===== src/rtl/pipe_hazard_unit_pkg.sv =====
// pipe_hazard_unit_pkg: forwarding-select encodings and hazard FSM state codes.
package pipe_hazard_unit_pkg;
  localparam logic [1:0] FWD_RF  = 2'b00;
  localparam logic [1:0] FWD_WB  = 2'b01;
  localparam logic [1:0] FWD_MEM = 2'b10;
  typedef enum logic [1:0] {HZ_IDLE, HZ_MDU_BUSY, HZ_MEM_WAIT} hz_state_t;
endpackage


===== src/rtl/pipe_hazard_unit_fwd_match.sv =====
// pipe_hazard_unit_fwd_match: one EX source vs MEM/WB destinations -> 2-bit forward select.
module pipe_hazard_unit_fwd_match
  import pipe_hazard_unit_pkg::*;
#(
  parameter int REG_AW = 5
) (
  input  logic [REG_AW-1:0] i_rs,
  input  logic              i_mem_valid,
  input  logic [REG_AW-1:0] i_mem_rd,
  input  logic              i_mem_regwrite,
  input  logic              i_wb_valid,
  input  logic [REG_AW-1:0] i_wb_rd,
  input  logic              i_wb_regwrite,
  output logic [1:0]        o_sel
);
  logic w_mem_hit, w_wb_hit;
  assign w_mem_hit = i_mem_valid & i_mem_regwrite & (i_mem_rd != '0) & (i_mem_rd == i_rs);
  assign w_wb_hit  = i_wb_valid & i_wb_regwrite & (i_wb_rd != '0) & (i_wb_rd == i_rs);
  assign o_sel     = w_mem_hit ? FWD_MEM : w_wb_hit ? FWD_WB : FWD_RF;
endmodule


===== src/rtl/pipe_hazard_unit.sv =====
// pipe_hazard_unit: stall/flush/forward control for the 5-stage core.
// Define PERF_CNT_EN to build the stall/flush performance counters.
module pipe_hazard_unit
  import pipe_hazard_unit_pkg::*;
#(
  parameter int REG_AW      = 5,
  parameter int NUM_SRC     = 2,
  parameter int MDU_LAT     = 8,
  parameter int MEM_TIMEOUT = 255
) (
  input  logic                      i_clk,
  input  logic                      i_rst_n,
  input  logic [NUM_SRC*REG_AW-1:0] i_id_rs,
  input  logic [NUM_SRC-1:0]        i_id_rs_used,
  input  logic [NUM_SRC*REG_AW-1:0] i_ex_rs,
  input  logic                      i_ex_valid,
  input  logic [REG_AW-1:0]         i_ex_rd,
  input  logic                      i_ex_regwrite,
  input  logic                      i_ex_memread,
  input  logic                      i_ex_is_mdu,
  input  logic                      i_mem_valid,
  input  logic [REG_AW-1:0]         i_mem_rd,
  input  logic                      i_mem_regwrite,
  input  logic                      i_wb_valid,
  input  logic [REG_AW-1:0]         i_wb_rd,
  input  logic                      i_wb_regwrite,
  input  logic                      i_br_taken,
  input  logic                      i_dmem_req,
  input  logic                      i_dmem_ready,
  output logic                      o_pc_we,
  output logic                      o_if_id_we,
  output logic                      o_id_ex_we,
  output logic                      o_ex_mem_we,
  output logic                      o_mem_wb_we,
  output logic                      o_if_id_flush,
  output logic                      o_id_ex_flush,
  output logic                      o_ex_mem_flush,
  output logic                      o_mem_wb_flush,
  output logic [2*NUM_SRC-1:0]      o_fwd_sel,
  output logic                      o_mdu_busy,
  output logic                      o_mem_err,
  output logic [31:0]               o_perf_stall,
  output logic [31:0]               o_perf_flush
);
  localparam int MCW = (MDU_LAT > 2) ? $clog2(MDU_LAT) : 1;
  localparam int WCW = $clog2(MEM_TIMEOUT + 1);
  localparam logic [MCW-1:0] MDU_INIT = MCW'((MDU_LAT > 1) ? MDU_LAT - 2 : 0);
  localparam logic [WCW-1:0] WAIT_MAX = WCW'(MEM_TIMEOUT);
  hz_state_t      r_state, w_state_nxt;
  logic [MCW-1:0] r_mdu_cnt, w_mdu_cnt_nxt;
  logic [WCW-1:0] r_wait_cnt, w_wait_cnt_nxt;
  logic           r_mem_err;
  logic [NUM_SRC-1:0] w_lu_hit;
  logic w_mem_stall, w_mdu_start, w_mdu_busy_st, w_mdu_hold, w_mdu_act;
  logic w_load_use, w_branch, w_lu;
  for (genvar g = 0; g < NUM_SRC; g++) begin : g_src
    assign w_lu_hit[g] = i_id_rs_used[g] & (i_id_rs[g*REG_AW +: REG_AW] == i_ex_rd);
    pipe_hazard_unit_fwd_match #(.REG_AW(REG_AW)) u_fwd (
      .i_rs           (i_ex_rs[g*REG_AW +: REG_AW]),
      .i_mem_valid    (i_mem_valid),
      .i_mem_rd       (i_mem_rd),
      .i_mem_regwrite (i_mem_regwrite),
      .i_wb_valid     (i_wb_valid),
      .i_wb_rd        (i_wb_rd),
      .i_wb_regwrite  (i_wb_regwrite),
      .o_sel          (o_fwd_sel[2*g +: 2])
    );
  end
  // Priority: memory wait, then MDU occupancy, then branch, then load-use.
  assign w_mem_stall   = i_dmem_req & ~i_dmem_ready;
  assign w_mdu_busy_st = (r_state == HZ_MDU_BUSY);
  assign w_mdu_start   = ~w_mdu_busy_st & ~w_mem_stall & i_ex_valid & i_ex_is_mdu & (MDU_LAT > 1);
  assign w_mdu_hold    = w_mdu_busy_st & (r_mdu_cnt != '0);
  assign w_mdu_act     = w_mdu_start | w_mdu_hold;
  assign w_load_use    = i_ex_valid & i_ex_memread & i_ex_regwrite & (i_ex_rd != '0) & (|w_lu_hit);
  assign w_branch      = i_br_taken & ~w_mem_stall & ~w_mdu_act;
  assign w_lu          = w_load_use & ~w_mem_stall & ~w_mdu_act & ~i_br_taken;
  // Reset forces every stage open and no bubbles, independent of state.
  assign o_pc_we        = ~i_rst_n | ~(w_mem_stall | w_mdu_act | w_lu);
  assign o_if_id_we     = ~i_rst_n | ~(w_mem_stall | w_mdu_act | w_lu);
  assign o_id_ex_we     = ~i_rst_n | ~(w_mem_stall | w_mdu_act);
  assign o_ex_mem_we    = ~i_rst_n | ~w_mem_stall;
  assign o_mem_wb_we    = 1'b1;
  assign o_if_id_flush  = i_rst_n & w_branch;
  assign o_id_ex_flush  = i_rst_n & (w_branch | w_lu);
  assign o_ex_mem_flush = i_rst_n & ~w_mem_stall & w_mdu_act;
  assign o_mem_wb_flush = i_rst_n & w_mem_stall;
  assign o_mdu_busy     = i_rst_n & (w_mdu_start | w_mdu_busy_st);
  assign o_mem_err      = r_mem_err;
  always_comb begin
    w_state_nxt    = r_state;
    w_mdu_cnt_nxt  = r_mdu_cnt;
    w_wait_cnt_nxt = ~w_mem_stall ? '0 : (r_wait_cnt == WAIT_MAX) ? r_wait_cnt : r_wait_cnt + 1'b1;
    if (w_mdu_busy_st) begin
      w_mdu_cnt_nxt = (r_mdu_cnt != '0) ? r_mdu_cnt - 1'b1 : r_mdu_cnt;
      w_state_nxt   = (r_mdu_cnt == '0 && !w_mem_stall) ? HZ_IDLE : HZ_MDU_BUSY;
    end else if (w_mem_stall) begin
      w_state_nxt = HZ_MEM_WAIT;
    end else if (w_mdu_start) begin
      w_state_nxt   = HZ_MDU_BUSY;
      w_mdu_cnt_nxt = MDU_INIT;
    end else begin
      w_state_nxt = HZ_IDLE;
    end
  end
  always_ff @(posedge i_clk or negedge i_rst_n) begin
    if (!i_rst_n) begin
      r_state    <= HZ_IDLE;
      r_mdu_cnt  <= '0;
      r_wait_cnt <= '0;
      r_mem_err  <= 1'b0;
    end else begin
      r_state    <= w_state_nxt;
      r_mdu_cnt  <= w_mdu_cnt_nxt;
      r_wait_cnt <= w_wait_cnt_nxt;
      r_mem_err  <= r_mem_err | (w_mem_stall & (w_wait_cnt_nxt == WAIT_MAX));
    end
  end
`ifdef PERF_CNT_EN
  logic [31:0] r_perf_stall, r_perf_flush;
  always_ff @(posedge i_clk or negedge i_rst_n) begin
    if (!i_rst_n) begin
      r_perf_stall <= '0;
      r_perf_flush <= '0;
    end else begin
      r_perf_stall <= r_perf_stall + {31'd0, ~o_pc_we};
      r_perf_flush <= r_perf_flush + {31'd0, w_branch};
    end
  end
  assign o_perf_stall = r_perf_stall;
  assign o_perf_flush = r_perf_flush;
`else
  assign o_perf_stall = '0;
  assign o_perf_flush = '0;
`endif
endmodule


===== config.mk =====
export PLATFORM = sky130hd
export DESIGN_NAME = pipe_hazard_unit
export DESIGN_NICKNAME = d
export VERILOG_FILES = /design/src/rtl/pipe_hazard_unit_pkg.sv /design/src/rtl/pipe_hazard_unit_fwd_match.sv /design/src/rtl/pipe_hazard_unit.sv
export SDC_FILE = /design/constraint.sdc
export NUM_CORES = 1
export LEC_CHECK = 0
export ABC_AREA = 1
export BUFFER_PORTS_ARGS = -buffer_cell sky130_fd_sc_hd__buf_2
export CORE_AREA = 2 2 67 69
export DETAILED_ROUTE_END_ITERATION = 8
export DIE_AREA = 0 0 69 71
export MAX_ROUTING_LAYER = met4
export PLACE_DENSITY = 0.86
export RECOVER_POWER = 50
export SYNTH_ARGS = -nofsm -noshare
export SYNTH_HDL_FRONTEND = slang
export SYNTH_SLANG_ARGS = --single-unit

===== constraint.sdc =====
create_clock -name i_clk -period 3 [get_ports i_clk]
set_clock_uncertainty 0.1 [all_clocks]
set_input_delay 0 -clock i_clk [delete_from_list [all_inputs] [get_ports i_clk]]
set_output_delay 0 -clock i_clk [all_outputs]
set_load 0.02 [all_outputs]

======== Yosys cells after proc, flatten, opt, wreduce, memory -nomap -nowiden ========
Cells that the tools add are included.
operators by class
  add/subtract/negate cells ............... 2
  equality and inequality tests ........... 11
  mux-type cells .......................... 14
  bitwise logic cells ..................... 48
  reductions and logical operators ........ 10
operators by type and width
  kind                                                                      count
  1-bit bitwise AND                                                         31
  5-bit == test                                                             6
  8-bit == test (second input constant)                                     2
  8-bit two-way mux                                                         2
  5-bit nonzero test                                                        3
  3-bit two-way mux                                                         4
  1-bit bitwise OR                                                          9
  8-bit by 1-bit adder with 8-bit output (second input constant)            1
  2-bit two-way mux                                                         4
  1-bit inverter                                                            8
  1-bit two-way mux                                                         4
  2-bit by 1-bit inequality test with 1-bit output (second input constant)  2
  3-bit logical NOT                                                         1
  3-bit AND reduction                                                       1
  3-bit nonzero test                                                        1
  3-bit by 1-bit subtractor with 3-bit output (second input constant)       1
  2-bit by 1-bit == test with 1-bit output (second input constant)          1
  2-bit nonzero test                                                        1
  2-bit OR reduction                                                        1
  1-bit logical AND                                                         1
  1-bit logical NOT                                                         1
word-level totals
  register bits ........................... 14
  word-level logic and storage cells ...... 89

======== Longest topological paths before layout ========
Gate-level depths: netlist of run 1.
  depth in word-level cells ............... 13
  mapped depth ............................ 11
  gate-level depth less buffers ........... 11

======== Cells and area by module ========
A second synthesis of run 1 with hierarchy kept.
second synthesis, totals
  cells, all modules ...................... 339
  area total of the unflattened synthesis .. 2026.9 um^2
modules (own cells, without submodules)
  module                      instances  cells an instance  area each (um^2)
  pipe_hazard_unit            1          217                1536.5
  pipe_hazard_unit_fwd_match  2          61                 245.2

======== Worst setup path before layout of run 1 ========
No wires, ideal clock.
  kind .................................... reg2out
  from .................................... register r_mdu_cnt[0]
  to ...................................... output o_pc_we
  arrival ................................. 1.805 ns
  data required time ...................... 2.900 ns
  slack ................................... 1.095 ns
  stages on the path, launching flop included .. 11
  path buffers ............................ 1
  cell sequence ........................... dfrtp_1 -> inv_1 -> ha_1 -> nand2_1 -> nand2_1 -> nand2_1 -> inv_2 -> nand2_1 -> nand2_1 -> a21boi_1 -> buf_4
on the way
  longest elaborated chain between the ends .. 9
RTL lines
  item                            line                     RTL
  start: declaration              pipe_hazard_unit.sv:50   logic [MCW-1:0] r_mdu_cnt, w_mdu_cnt_nxt;
  start signal: assignment        pipe_hazard_unit.sv:114  r_mdu_cnt <= w_mdu_cnt_nxt;
  3-bit nonzero test *            pipe_hazard_unit.sv:73   assign w_mdu_hold = w_mdu_busy_st & (r_mdu_cnt != '0);
  1-bit bitwise AND *             pipe_hazard_unit.sv:73
  1-bit bitwise OR *              pipe_hazard_unit.sv:74   assign w_mdu_act = w_mdu_start | w_mdu_hold;
  1-bit inverter                  pipe_hazard_unit.sv:77   assign w_lu = w_load_use & ~w_mem_stall & ~w_mdu_act & ~i_br_taken;
  1-bit bitwise AND (2 in a row)  pipe_hazard_unit.sv:77
  1-bit bitwise OR *              -
  1-bit inverter *                -
  1-bit bitwise OR *              -
  end: declaration                pipe_hazard_unit.sv:30   output logic o_pc_we,
Mark *: on every way between the ends. The rest lies on a longest branch, timed or not.

======== Worst setup path in the final report of run 1 ========
  from .................................... input i_rst_n
  to ...................................... output o_id_ex_flush
on the way
  longest elaborated chain between the ends .. 1
RTL lines
  item                line                    RTL
  start: declaration  pipe_hazard_unit.sv:12  input logic i_rst_n,
  1-bit bitwise AND   pipe_hazard_unit.sv:85  assign o_id_ex_flush = i_rst_n & (w_branch | w_lu);
  end: declaration    pipe_hazard_unit.sv:36  output logic o_id_ex_flush,
Every way passes these cells.

==> out/metrics.yaml, run 1 <==
setup_path:
  r2r_slack_ns: 1.27
  worstSetupPathType: "input pin to primary output"
  end_kind: "primary output"
  arrival_ns: 1.85
  reg2reg_to: "o_mem_err$_DFF_PN0_"
  critPathLaunchType: "input pin"
  r2r_start: "r_wait_cnt[0]$_DFF_PN0_"
  path_max_fanout: 18
  reg2reg_depth: 11
  critPathRequiredTime_ns: 2.90
sta:
  drv_slew: 0
  fin_hold_ws_ns: 0.00955
  fin_setup_tns_ns: 0
  slew_headroom_pct: 40.0
  period_minus_slack_ns: 1.95
  finalCritPeriodShare_pct: 64.9
  fmax_ghz: 0.513
  final-setup-viol-count: 0
  finalHoldViolations: 0
  tightest_slew_ns: 0.901
  rsz0062_at_grt: "no"
clocking:
  clock-sinks: 14
  clockRootBuffer: "clkbuf_8"
  cts_tree: "done"
  postCtsHoldBufs: 1
  cts_buffers: 3
  post_cts_buffers: 0
  htreeDepth: 1
  cts.clk_slew.worst_paths_ns: 0.06
  clkLatencyLatePin_ns: 0.25
  ctsResizeCount: 0
  clockBufferDepth: 2
yosys:
  avgSynthCellArea_um2: 6.93
  synthCells: 263
  synth.yosys.seq_area_share_pct: 19.2
  yosysWarnings: 0
  ys_seq_elements: 14
  synthesis.area_um2: 1820
  synth_cell_types: 27
placement:
  port_buffers: 63
  dp_hpwl_mm: 3.21
  place.gp.congestion: 0.948
routing:
  wl_per_cell_um: 9.97
  drt_pass1_iterations: 4
  post-route-drc-count: 0
  avgViaCountPerCell: 4.37
  ant_nets: 0
  vias: 1644
  routed_wl_mm: 3.75
  drtIter0Drc: 29
die:
  die_h_um: 71
  dieArea_um2: 4900
  io_pins: 129
  core_um2: 4200
  rows: 24
  initial_core_util_pct: 43.3
  dieWidth_um: 69
layout:
  drive_above_1_share_pct: 20.7
  n_antenna_cell: 0
  n_fill_cell: 431
  num-nets-final: 378
  register_area_um2: 350
  areaGrowthSynthToFinish_pct: 8.10
  multiInputGateArea_um2: 1090
hold_path:
  worstHoldEndpoint: "r_mdu_cnt[2]$_DFFE_PN0P_"
  hold-path-cell-count: 3
  min_from: "i_ex_is_mdu"
  hold_path.class: "input pin to flip-flop"
run_status:
  outcome: "completed"
global_routing:
  grt_pass1_vias: 1480
  grt_max_degree: 19
  antenna_found_initial: 0
  track_usage_pct: 15.5
  overflow: 0
  grt_pass1_wl_mm: 6.13
power_and_ir_drop:
  p_leak_nw: 1.09
  p_per_area_nw_per_um2: 397
  ir_drop_v: 0.000373
  p_total_uw: 783
run:
  max_cap_viol_count: 0
## logic make-up after synthesis
| kind of cell | Yosys count | share of synthesized area [%] |
|---|---|---|
| AO/OA/AOI/OAI | 17 | 5.84 |
| XOR/XNOR | 25 | 12.0 |
| AND/OR/NAND/NOR | 107 | 26.4 |
| other | 2 | 0.412 |
| adder cells (fa/ha/maj) | 3 | 2.06 |
| buffers and inverters | 95 | 34.1 |
| flip-flops | 14 | 19.2 |
## placed cells by master, fill, tap and decap left out
| master | instances |
|---|---|
| nor3_1 | 9 |
| inv_1 | 23 |
| a21oi_1 | 6 |
| clkinv_1 | 1 |
| o21ai_0 | 4 |
| nor2_4 | 2 |
| and3_1 | 1 |
| nand2_1 | 46 |
| a21boi_1 | 1 |
| or2_1 | 2 |
| nand2_2 | 2 |
| nor2_1 | 22 |
| xnor2_1 | 13 |
| clkbuf_1 | 6 |
| nand3_1 | 14 |
| xor2_1 | 12 |
| inv_2 | 1 |
| o21bai_1 | 1 |
| dfrtp_1 | 14 |
| nand4_1 | 9 |
| a21oi_4 | 1 |
| dlygate4sd3_1 | 1 |
| buf_2 | 57 |
| clkbuf_8 | 4 |
| a31oi_1 | 3 |
| ha_1 | 3 |
| conb_1 | 65 |
| o22ai_1 | 1 |
## metal layers
| layer | part of all wire (%) | up-vias | global-route usage, % |
|---|---|---|---|
| li1 | - | 817 | - |
| met1 | 37 | 738 | 15.9 |
| met2 | 53 | 79 | 29.0 |
| met3 | 7.4 | 10 | 1.99 |
| met4 | 2.5 | 0 | 7.63 |
| met5 | 0 | - | - |
## worst max-delay path, stage by stage
cell and delay, ns:
dlygate4sd3_1 0.52, clkbuf_1 0.67, nand4_1 0.18, nor2_1 0.17
nand2_1 0.07, nand2_1 0.06, buf_2 0.17
## worst max-delay path by stage
stage / start / endpoint / slack (ns) / depth (start not counted)
finish: i_rst_n / o_id_ex_flush / 1.05 / 7
global route: i_rst_n / o_id_ex_flush / 0.77 / 7
CTS: r_mdu_cnt[0]$_DFFE_PN0P_ / o_pc_we / 1.10 / 10
detailed placement: r_wait_cnt[0]$_DFF_PN0_ / o_mem_err$_DFF_PN0_ / 1.27 / 11
global placement: r_wait_cnt[0]$_DFF_PN0_ / o_mem_err$_DFF_PN0_ / 1.38 / 11
floorplan: r_mdu_cnt[0]$_DFFE_PN0P_ / o_pc_we / 1.09 / 10
## final cells by class
cell class                      instances  area share (%)
Clock buffer                            4            2.80
Inverter                               25            4.76
Multi-Input combinational cell        217            55.2
Sequential cell                        14            17.8
Tap cell                               52            3.30
Timing Repair Buffer                   64            16.1
## cell usage after synthesis
cell / n / area (µm²)
nand3_1: 14 / 70.1
a21oi_4: 1 / 16.3
xnor2_1: 13 / 114
a21oi_1: 6 / 30.0
o22ai_1: 1 / 6.26
nor2_4: 2 / 22.5
o21bai_1: 1 / 7.51
dfrtp_1: 14 / 350
a21boi_1: 1 / 7.51
buf_4: 68 / 510
and3_1: 1 / 6.26
nand2_1: 46 / 173
nor3_1: 9 / 45.0
a31oi_1: 3 / 18.8
xor2_1: 12 / 105
ha_1: 3 / 37.5
buf_2: 1 / 5.00
buf_6: 1 / 11.3
conb_1: 2 / 7.51
clkinv_1: 1 / 3.75
nor2_1: 22 / 82.6
nand4_1: 9 / 56.3
inv_1: 23 / 86.3
inv_2: 1 / 3.75
o21ai_0: 4 / 20.0
nand2_2: 2 / 12.5
or2_1: 2 / 12.5
## stage by stage
stage          util, %  area, µm²  instances  setup WS (ns)
2_1_floorplan        -       2060        326           1.09
3_3_place_gp      45.5       1910        371           1.38
3_5_place_dp      45.5       1910        371           1.27
4_1_cts           47.0       1980        376           1.10
5_1_grt           46.8       1970        376          0.769
6_report          46.8       1970        376           1.05
## state kept, by name, indices dropped and copies added (netlist names)
name / cells
r_wait_cnt: 8
r_state: 2
r_mdu_cnt: 3
o_mem_err: 1
## power by group
part / internal [mW] / switching [mW] / total (mW)
sequential: 0.219 / 0.0112 / 0.230
clock: 0.117 / 0.0712 / 0.188
combinational: 0.109 / 0.256 / 0.365
No activity file was read; power rests on OpenSTA's default activity.
==> run 2, diff against run 1 <==
--- a/config.mk
+++ b/config.mk
@@ -7,11 +7,11 @@
 export LEC_CHECK = 0
 export ABC_AREA = 1
 export BUFFER_PORTS_ARGS = -buffer_cell sky130_fd_sc_hd__buf_2
-export CORE_AREA = 2 2 67 69
+export CORE_AREA = 2 2 69 71
 export DETAILED_ROUTE_END_ITERATION = 8
-export DIE_AREA = 0 0 69 71
+export DIE_AREA = 0 0 71 73
 export MAX_ROUTING_LAYER = met4
-export PLACE_DENSITY = 0.86
+export PLACE_DENSITY = 0.82
 export RECOVER_POWER = 50
 export SYNTH_ARGS = -nofsm -noshare
 export SYNTH_HDL_FRONTEND = slang
==> constraint.sdc (replaced) <==
create_clock -name i_clk -period 2 [get_ports i_clk]
set_clock_uncertainty 0.1 [all_clocks]
set_input_delay 0 -clock i_clk [delete_from_list [all_inputs] [get_ports i_clk]]
set_output_delay 0 -clock i_clk [all_outputs]
set_load 0.02 [all_outputs]
==> out/metrics.yaml, run 2 (synthesis gave the netlist of run 1 again) <==
hold_path:
  worstHoldEndpoint: "r_mdu_cnt[2]$_DFFE_PN0P_"
  hold-path-cell-count: 3  # unchanged
  hold_path.class: "input pin to flip-flop"
  min_from: "i_ex_is_mdu"
layout:
  num-nets-final: 382  # +1.1%
  areaGrowthSynthToFinish_pct: 10.3
  final_common_cell: "conb_1"
  largest_reg_flops: 8  # unchanged
  reg.largest.list: "r_wait_cnt (8), r_mdu_cnt (3), r_state (2)"
  top_register: "r_wait_cnt"
  n_fill_cell: 467  # +8.4%
  n_antenna_cell: 0  # unchanged
  drive_above_1_share_pct: 22.0  # +1.3 points
  stdcell_count: 382  # +1.6%
  final_cell_mix: "conb_1, buf_2, nand2_1"
die:
  dieWidth_um: 71  # +2.9%
  die_h_um: 73  # +2.8%
  initial_core_util_pct: 40.2  # -3.2 points
  io_pins: 129  # unchanged
  dieArea_um2: 5180  # +5.8%
  core_um2: 4540  # +7.9%
  rows: 25  # +4.2%
routing:
  post-route-drc-count: 0  # unchanged
  drt_pass1_iterations: 4  # unchanged
  routed_wl_mm: 3.81  # +1.5%
  ant_nets: 0  # unchanged
  drtIter0Drc: 57  # +97%
  avgViaCountPerCell: 4.40  # +0.70%
  vias: 1682  # +2.3%
  wl_per_cell_um: 9.97  # about the same
setup_path:
  r2r_slack_ns: 0.30  # -0.97 ns
  crit_top_cell: "nand2_1"
  critPathLaunchType: "flip-flop"
  critPathRequiredTime_ns: 1.90  # -1.00 ns
  path_delay_family: "simple AND/OR/NAND/NOR gates"
  worstSetupPathType: "flip-flop to primary output"
  r2r_start: "r_wait_cnt[0]$_DFF_PN0_"
  cpMaxStageDelayCell: "dfrtp_1"
  path_max_fanout: 5  # -13
  reg2reg_depth: 11  # unchanged
  reg2reg_to: "o_mem_err$_DFF_PN0_"
  critPathBufInv: 3  # unchanged
  max_stage_delay_ns: 0.35  # -0.32 ns
  end_kind: "primary output"
  arrival_ns: 1.73  # -0.12 ns
  cp_cell_sequence: "inv_1 -> ha_1 -> nand2_1 -> nand2_1 -> nand2_1 -> inv_2 -> nand2_1 -> nand2_1 -> a21boi_2 -> buf_4"
global_routing:
  antenna_found_initial: 0  # unchanged
  track_usage_pct: 14.7  # -0.81 points
  grt_max_degree: 13  # -6
  grt_pass1_vias: 1434  # -3.1%
  grt_pass1_wl_mm: 6.02  # -1.8%
  overflow: 0  # unchanged
sta:
  fin_setup_tns_ns: 0  # unchanged
  slew_headroom_pct: 60.5  # +21 points
  final-setup-viol-count: 0  # unchanged
  drv_slew: 0  # unchanged
  finalHoldViolations: 0  # unchanged
  rsz0062_at_grt: "no"
  finalCritPeriodShare_pct: 91.3
  fmax_ghz: 0.548
  tightest_slew_ns: 0.593  # -0.308 ns
  period_minus_slack_ns: 1.83
  fin_hold_ws_ns: 0.00669  # -0.00286 ns
clocking:
  clockRootBuffer: "clkbuf_8"
  cts_buffers: 3  # unchanged
  clockBufferDepth: 2  # unchanged
  cts.clk_slew.worst_paths_ns: 0.06  # about the same
  clock-sinks: 14  # unchanged
  cts_tree: "done"
  htreeDepth: 1  # unchanged
  clkLatencyLatePin_ns: 0.25  # about the same
placement:
  dp_hpwl_mm: 3.26  # +1.7%
  placed_cells: 375  # +1.1%
  port_buffers: 63  # unchanged
  place.gp.congestion: 0.905  # -4.5%
power_and_ir_drop:
  ir_drop_v: 0.000467  # +25%
  p_per_area_nw_per_um2: 609  # +53%
  p_leak_nw: 1.11  # +1.7%
  p_total_mw: 1.22  # +56%
run:
  max_cap_viol_count: 0  # unchanged
run_status:
  outcome: "completed"
## run 2: stage by stage
step / setup slack, ns / cell area (µm²) / util (%)
global placement: 0.389 / 1930 / 42.5
finish: 0.174 / 2010 / 44.3
detailed placement: 0.303 / 1930 / 42.5
global route: 0.00871 / 2010 / 44.3
CTS: 0.113 / 1990 / 44.0
floorplan: 0.0949 / 2060 / -
## run 2: final cells by class
class / count / area, µm² / area share (%)
clock buffers: 4 / 55.1 / 2.74
inverters: 25 / 93.8 / 4.67
multi-input cells: 217 / 1090 / 54.4
flip-flops and latches: 14 / 350 / 17.4
well taps: 54 / 67.6 / 3.36
repair buffers: 68 / 349 / 17.4
## run 2: worst min-delay path, stage by stage
cell and delay [ns]:
buf_2 0.10, nand4_1 0.12, nand3_1 0.09
## run 2: worst max path at each step
stage	start	to	slack (ns)	depth (start not counted)
2_1_floorplan	r_mdu_cnt[0]$_DFFE_PN0P_	o_pc_we	0.09	10
3_3_place_gp	r_wait_cnt[0]$_DFF_PN0_	o_mem_err$_DFF_PN0_	0.39	11
3_5_place_dp	r_wait_cnt[0]$_DFF_PN0_	o_mem_err$_DFF_PN0_	0.30	11
4_1_cts	r_mdu_cnt[1]$_DFFE_PN0P_	o_pc_we	0.11	10
5_1_grt	r_mdu_cnt[0]$_DFFE_PN0P_	o_if_id_we	0.009	10
6_report	r_mdu_cnt[0]$_DFFE_PN0P_	o_pc_we	0.17	10
## run 2: what timing repair did
item | in CTS | in global routing
buffers inserted | 0 | 2
endpoints found under the hold margin | 14 | 0
gates resized for setup | 0 | 4
hold buffers | 1 | 0
setup endpoints to repair | 0 | 3
## run 2: power breakdown
| group | total [mW] | internal, mW | leakage, nW | switching [mW] |
|---|---|---|---|---|
| Combinational | 0.600 | 0.202 | 0.906 | 0.397 |
| Clock | 0.278 | 0.175 | 0.0288 | 0.104 |
| Sequential | 0.346 | 0.328 | 0.177 | 0.0187 |
## run 2: metal layers
metal  GRT usage (%)  up-vias  part of all wire, %
met5               -        -                    0
met4            3.77        0                 0.92
met3            1.52        4                  8.3
met2            29.1       99                   53
met1            15.4      755                   37
li1                -      824                    -
==> run 3, diff against run 2 <==
--- a/config.mk
+++ b/config.mk
@@ -10,7 +10,6 @@
 export CORE_AREA = 2 2 69 71
 export DETAILED_ROUTE_END_ITERATION = 8
 export DIE_AREA = 0 0 71 73
-export MAX_ROUTING_LAYER = met4
 export PLACE_DENSITY = 0.82
 export RECOVER_POWER = 50
 export SYNTH_ARGS = -nofsm -noshare
==> out/metrics.yaml, run 3 (synthesis gave the netlist of run 1 again) <==
global_routing:
  grt_pass1_vias: 1435  # +0.070%
  grt_max_degree: 13  # unchanged
  antenna_found_initial: 0  # unchanged
  track_usage_pct: 14.3  # -0.39 points
  grt_pass1_wl_mm: 6.00  # -0.33%
  overflow: 0  # unchanged
routing:
  wl_per_cell_um: 9.99  # +0.21%
  routed_wl_mm: 3.82  # +0.21%
  vias: 1668  # -0.83%
  ant_nets: 0  # unchanged
  drt_pass1_iterations: 4  # unchanged
  avgViaCountPerCell: 4.37  # -0.83%
  post-route-drc-count: 0  # unchanged
  drtIter0Drc: 60  # +5.3%
layout:
  top_register: "r_wait_cnt"
  final_common_cell: "conb_1"
  largest_reg_flops: 8  # unchanged
  num-nets-final: 382  # unchanged
  n_antenna_cell: 0  # unchanged
  areaGrowthSynthToFinish_pct: 10.3  # unchanged
  reg.largest.list: "r_wait_cnt (8), r_mdu_cnt (3), r_state (2)"
  n_fill_cell: 467  # unchanged
  final_cell_mix: "conb_1, buf_2, nand2_1"
  finish.instance_area_um2: 2010  # unchanged
  drive_above_1_share_pct: 22.0  # unchanged
setup_path:
  critPathBufInv: 3  # unchanged
  cpMaxStageDelayCell: "dfrtp_1"
  crit_top_cell: "nand2_1"
  arrival_ns: 1.72  # about the same
  worstSetupPathType: "flip-flop to primary output"
  reg2reg_depth: 11  # unchanged
  critPathLaunchType: "flip-flop"
  end_kind: "primary output"
  r2r_start: "r_wait_cnt[0]$_DFF_PN0_"
  path_max_fanout: 5  # unchanged
  critPathRequiredTime_ns: 1.90  # about the same
  reg2reg_to: "o_mem_err$_DFF_PN0_"
  max_stage_delay_ns: 0.35  # about the same
  r2r_slack_ns: 0.30  # about the same
  cp_cell_sequence: "inv_1 -> ha_1 -> nand2_1 -> nand2_1 -> nand2_1 -> inv_2 -> nand2_1 -> nand2_1 -> a21boi_2 -> buf_4"
  path_delay_family: "simple AND/OR/NAND/NOR gates"
die:
  dieArea_um2: 5180  # unchanged
  die_h_um: 73  # unchanged
  rows: 25  # unchanged
  io_pins: 129  # unchanged
  initial_core_util_pct: 40.2  # unchanged
  dieWidth_um: 71  # unchanged
  core_um2: 4540  # unchanged
run_status:
  outcome: "completed"
sta:
  finalHoldViolations: 0  # unchanged
  rsz0062_at_grt: "no"
  period_minus_slack_ns: 1.82  # -0.00395 ns
  final-setup-viol-count: 0  # unchanged
  finalCritPeriodShare_pct: 91.1  # -0.20 points
  slew_headroom_pct: 60.6  # +0.13 points
  tightest_slew_ns: 0.591  # -0.00196 ns
  fin_setup_tns_ns: 0  # unchanged
  fin_hold_ws_ns: 0.00625  # -0.000439 ns
  drv_slew: 0  # unchanged
  fmax_ghz: 0.549  # +0.22%
placement:
  port_buffers: 63  # unchanged
  post_dp_cell_area_um2: 1930  # unchanged
  place.gp.congestion: 0.890  # -1.7%
  dp_hpwl_mm: 3.26  # unchanged
clocking:
  cts_tree: "done"
  clock-sinks: 14  # unchanged
  clockRootBuffer: "clkbuf_8"
  cts.clk_slew.worst_paths_ns: 0.06  # about the same
  clockBufferDepth: 2  # unchanged
  clkLatencyLatePin_ns: 0.25  # about the same
  htreeDepth: 1  # unchanged
  cts_buffers: 3  # unchanged
hold_path:
  worstHoldEndpoint: "r_mdu_cnt[2]$_DFFE_PN0P_"
  min_from: "i_ex_is_mdu"
  hold_path.class: "input pin to flip-flop"
  hold-path-cell-count: 3  # unchanged
power_and_ir_drop:
  internal-power_uw: 704  # about the same
  p_per_area_nw_per_um2: 608  # -0.20%
  ir_drop_v: 0.000466  # -0.19%
  comb_power_share_pct: 49.0  # about the same
  p_seq_share_pct: 28.3  # about the same
  p_sw_share_pct: 42.4  # -0.10 points
  p_sw_uw: 518  # -0.44%
  p_leak_nw: 1.11  # unchanged
  power.share.clock_pct: 22.7  # about the same
run:
  max_cap_viol_count: 0  # unchanged
[run 3: cell counts in the layout (fill, tap and decap cells not counted)]
No cell type changed its count.
[run 3: area by class of cell]
cell class / instances / area, µm² / share of cell area [%]
multi-input combinational: 217 / 1090 / 54.4
sequential: 14 / 350 / 17.4
timing repair buffer: 68 / 349 / 17.4
inverter: 25 / 93.8 / 4.67
tap: 54 / 67.6 / 3.36
clock buffer: 4 / 55.1 / 2.74
[run 3: how the worst max path moves through the flow]
stage	end	cells after the start	start	slack (ns)
floorplan	o_pc_we	10	r_mdu_cnt[0]$_DFFE_PN0P_	0.09
global placement	o_mem_err$_DFF_PN0_	11	r_wait_cnt[0]$_DFF_PN0_	0.39
global route	o_if_id_we	10	r_mdu_cnt[0]$_DFFE_PN0P_	0.006
finish	o_pc_we	10	r_mdu_cnt[0]$_DFFE_PN0P_	0.18
CTS	o_pc_we	10	r_mdu_cnt[1]$_DFFE_PN0P_	0.11
detailed placement	o_mem_err$_DFF_PN0_	11	r_wait_cnt[0]$_DFF_PN0_	0.30
[run 3: timing repair]
action / in CTS / in global routing
buffers inserted: 0 / 2
setup endpoints to repair: 0 / 3
hold buffers: 1 / 0
resized for setup: 0 / 4
endpoints found under the hold margin: 14 / 0
[run 3: worst reg2reg max path: stages (launching register included)]
cell and delay, ns:
dfrtp_1 0.41, ha_1 0.22, nand2_2 0.10, nor2_4 0.14, nand2_2 0.16, nand2_1 0.09, nand2_1 0.05, nor2_1 0.12
nand2_1 0.06, nor2_1 0.09, nand2_1 0.05, nand2_1 0.05
[run 3: routing by layer]
| metal | up-vias | global-route usage, % | part of all wire, % |
|---|---|---|---|
| met5 | - | 0 | 0 |
| met4 | 0 | 4.19 | 0.84 |
| met3 | 4 | 1.80 | 7.4 |
| met2 | 85 | 28.9 | 53 |
| met1 | 754 | 15.3 | 38 |
| li1 | 825 | - | - |
[run 3: metrics by stage]
stage,power [mW],setup WS (ns),instances,utilization (%)
floorplan,0.838,0.0949,326,-
global placement,0.881,0.389,375,42.5
detailed placement,0.901,0.303,375,42.5
CTS,1.19,0.113,380,44.0
global route,1.31,0.00562,382,44.3
finish,1.22,0.178,382,44.3
[run 3: power groups by stage]
| stage | clock network (mW) | registers, mW | logic [mW] |
|---|---|---|---|
| 2_1_floorplan | 0 | 0.345 | 0.492 |
| 3_3_place_gp | 0 | 0.347 | 0.535 |
| 3_5_place_dp | 0 | 0.351 | 0.550 |
| 4_1_cts | 0.287 | 0.346 | 0.553 |
| 5_1_grt | 0.298 | 0.350 | 0.664 |
| 6_report | 0.278 | 0.346 | 0.599 |
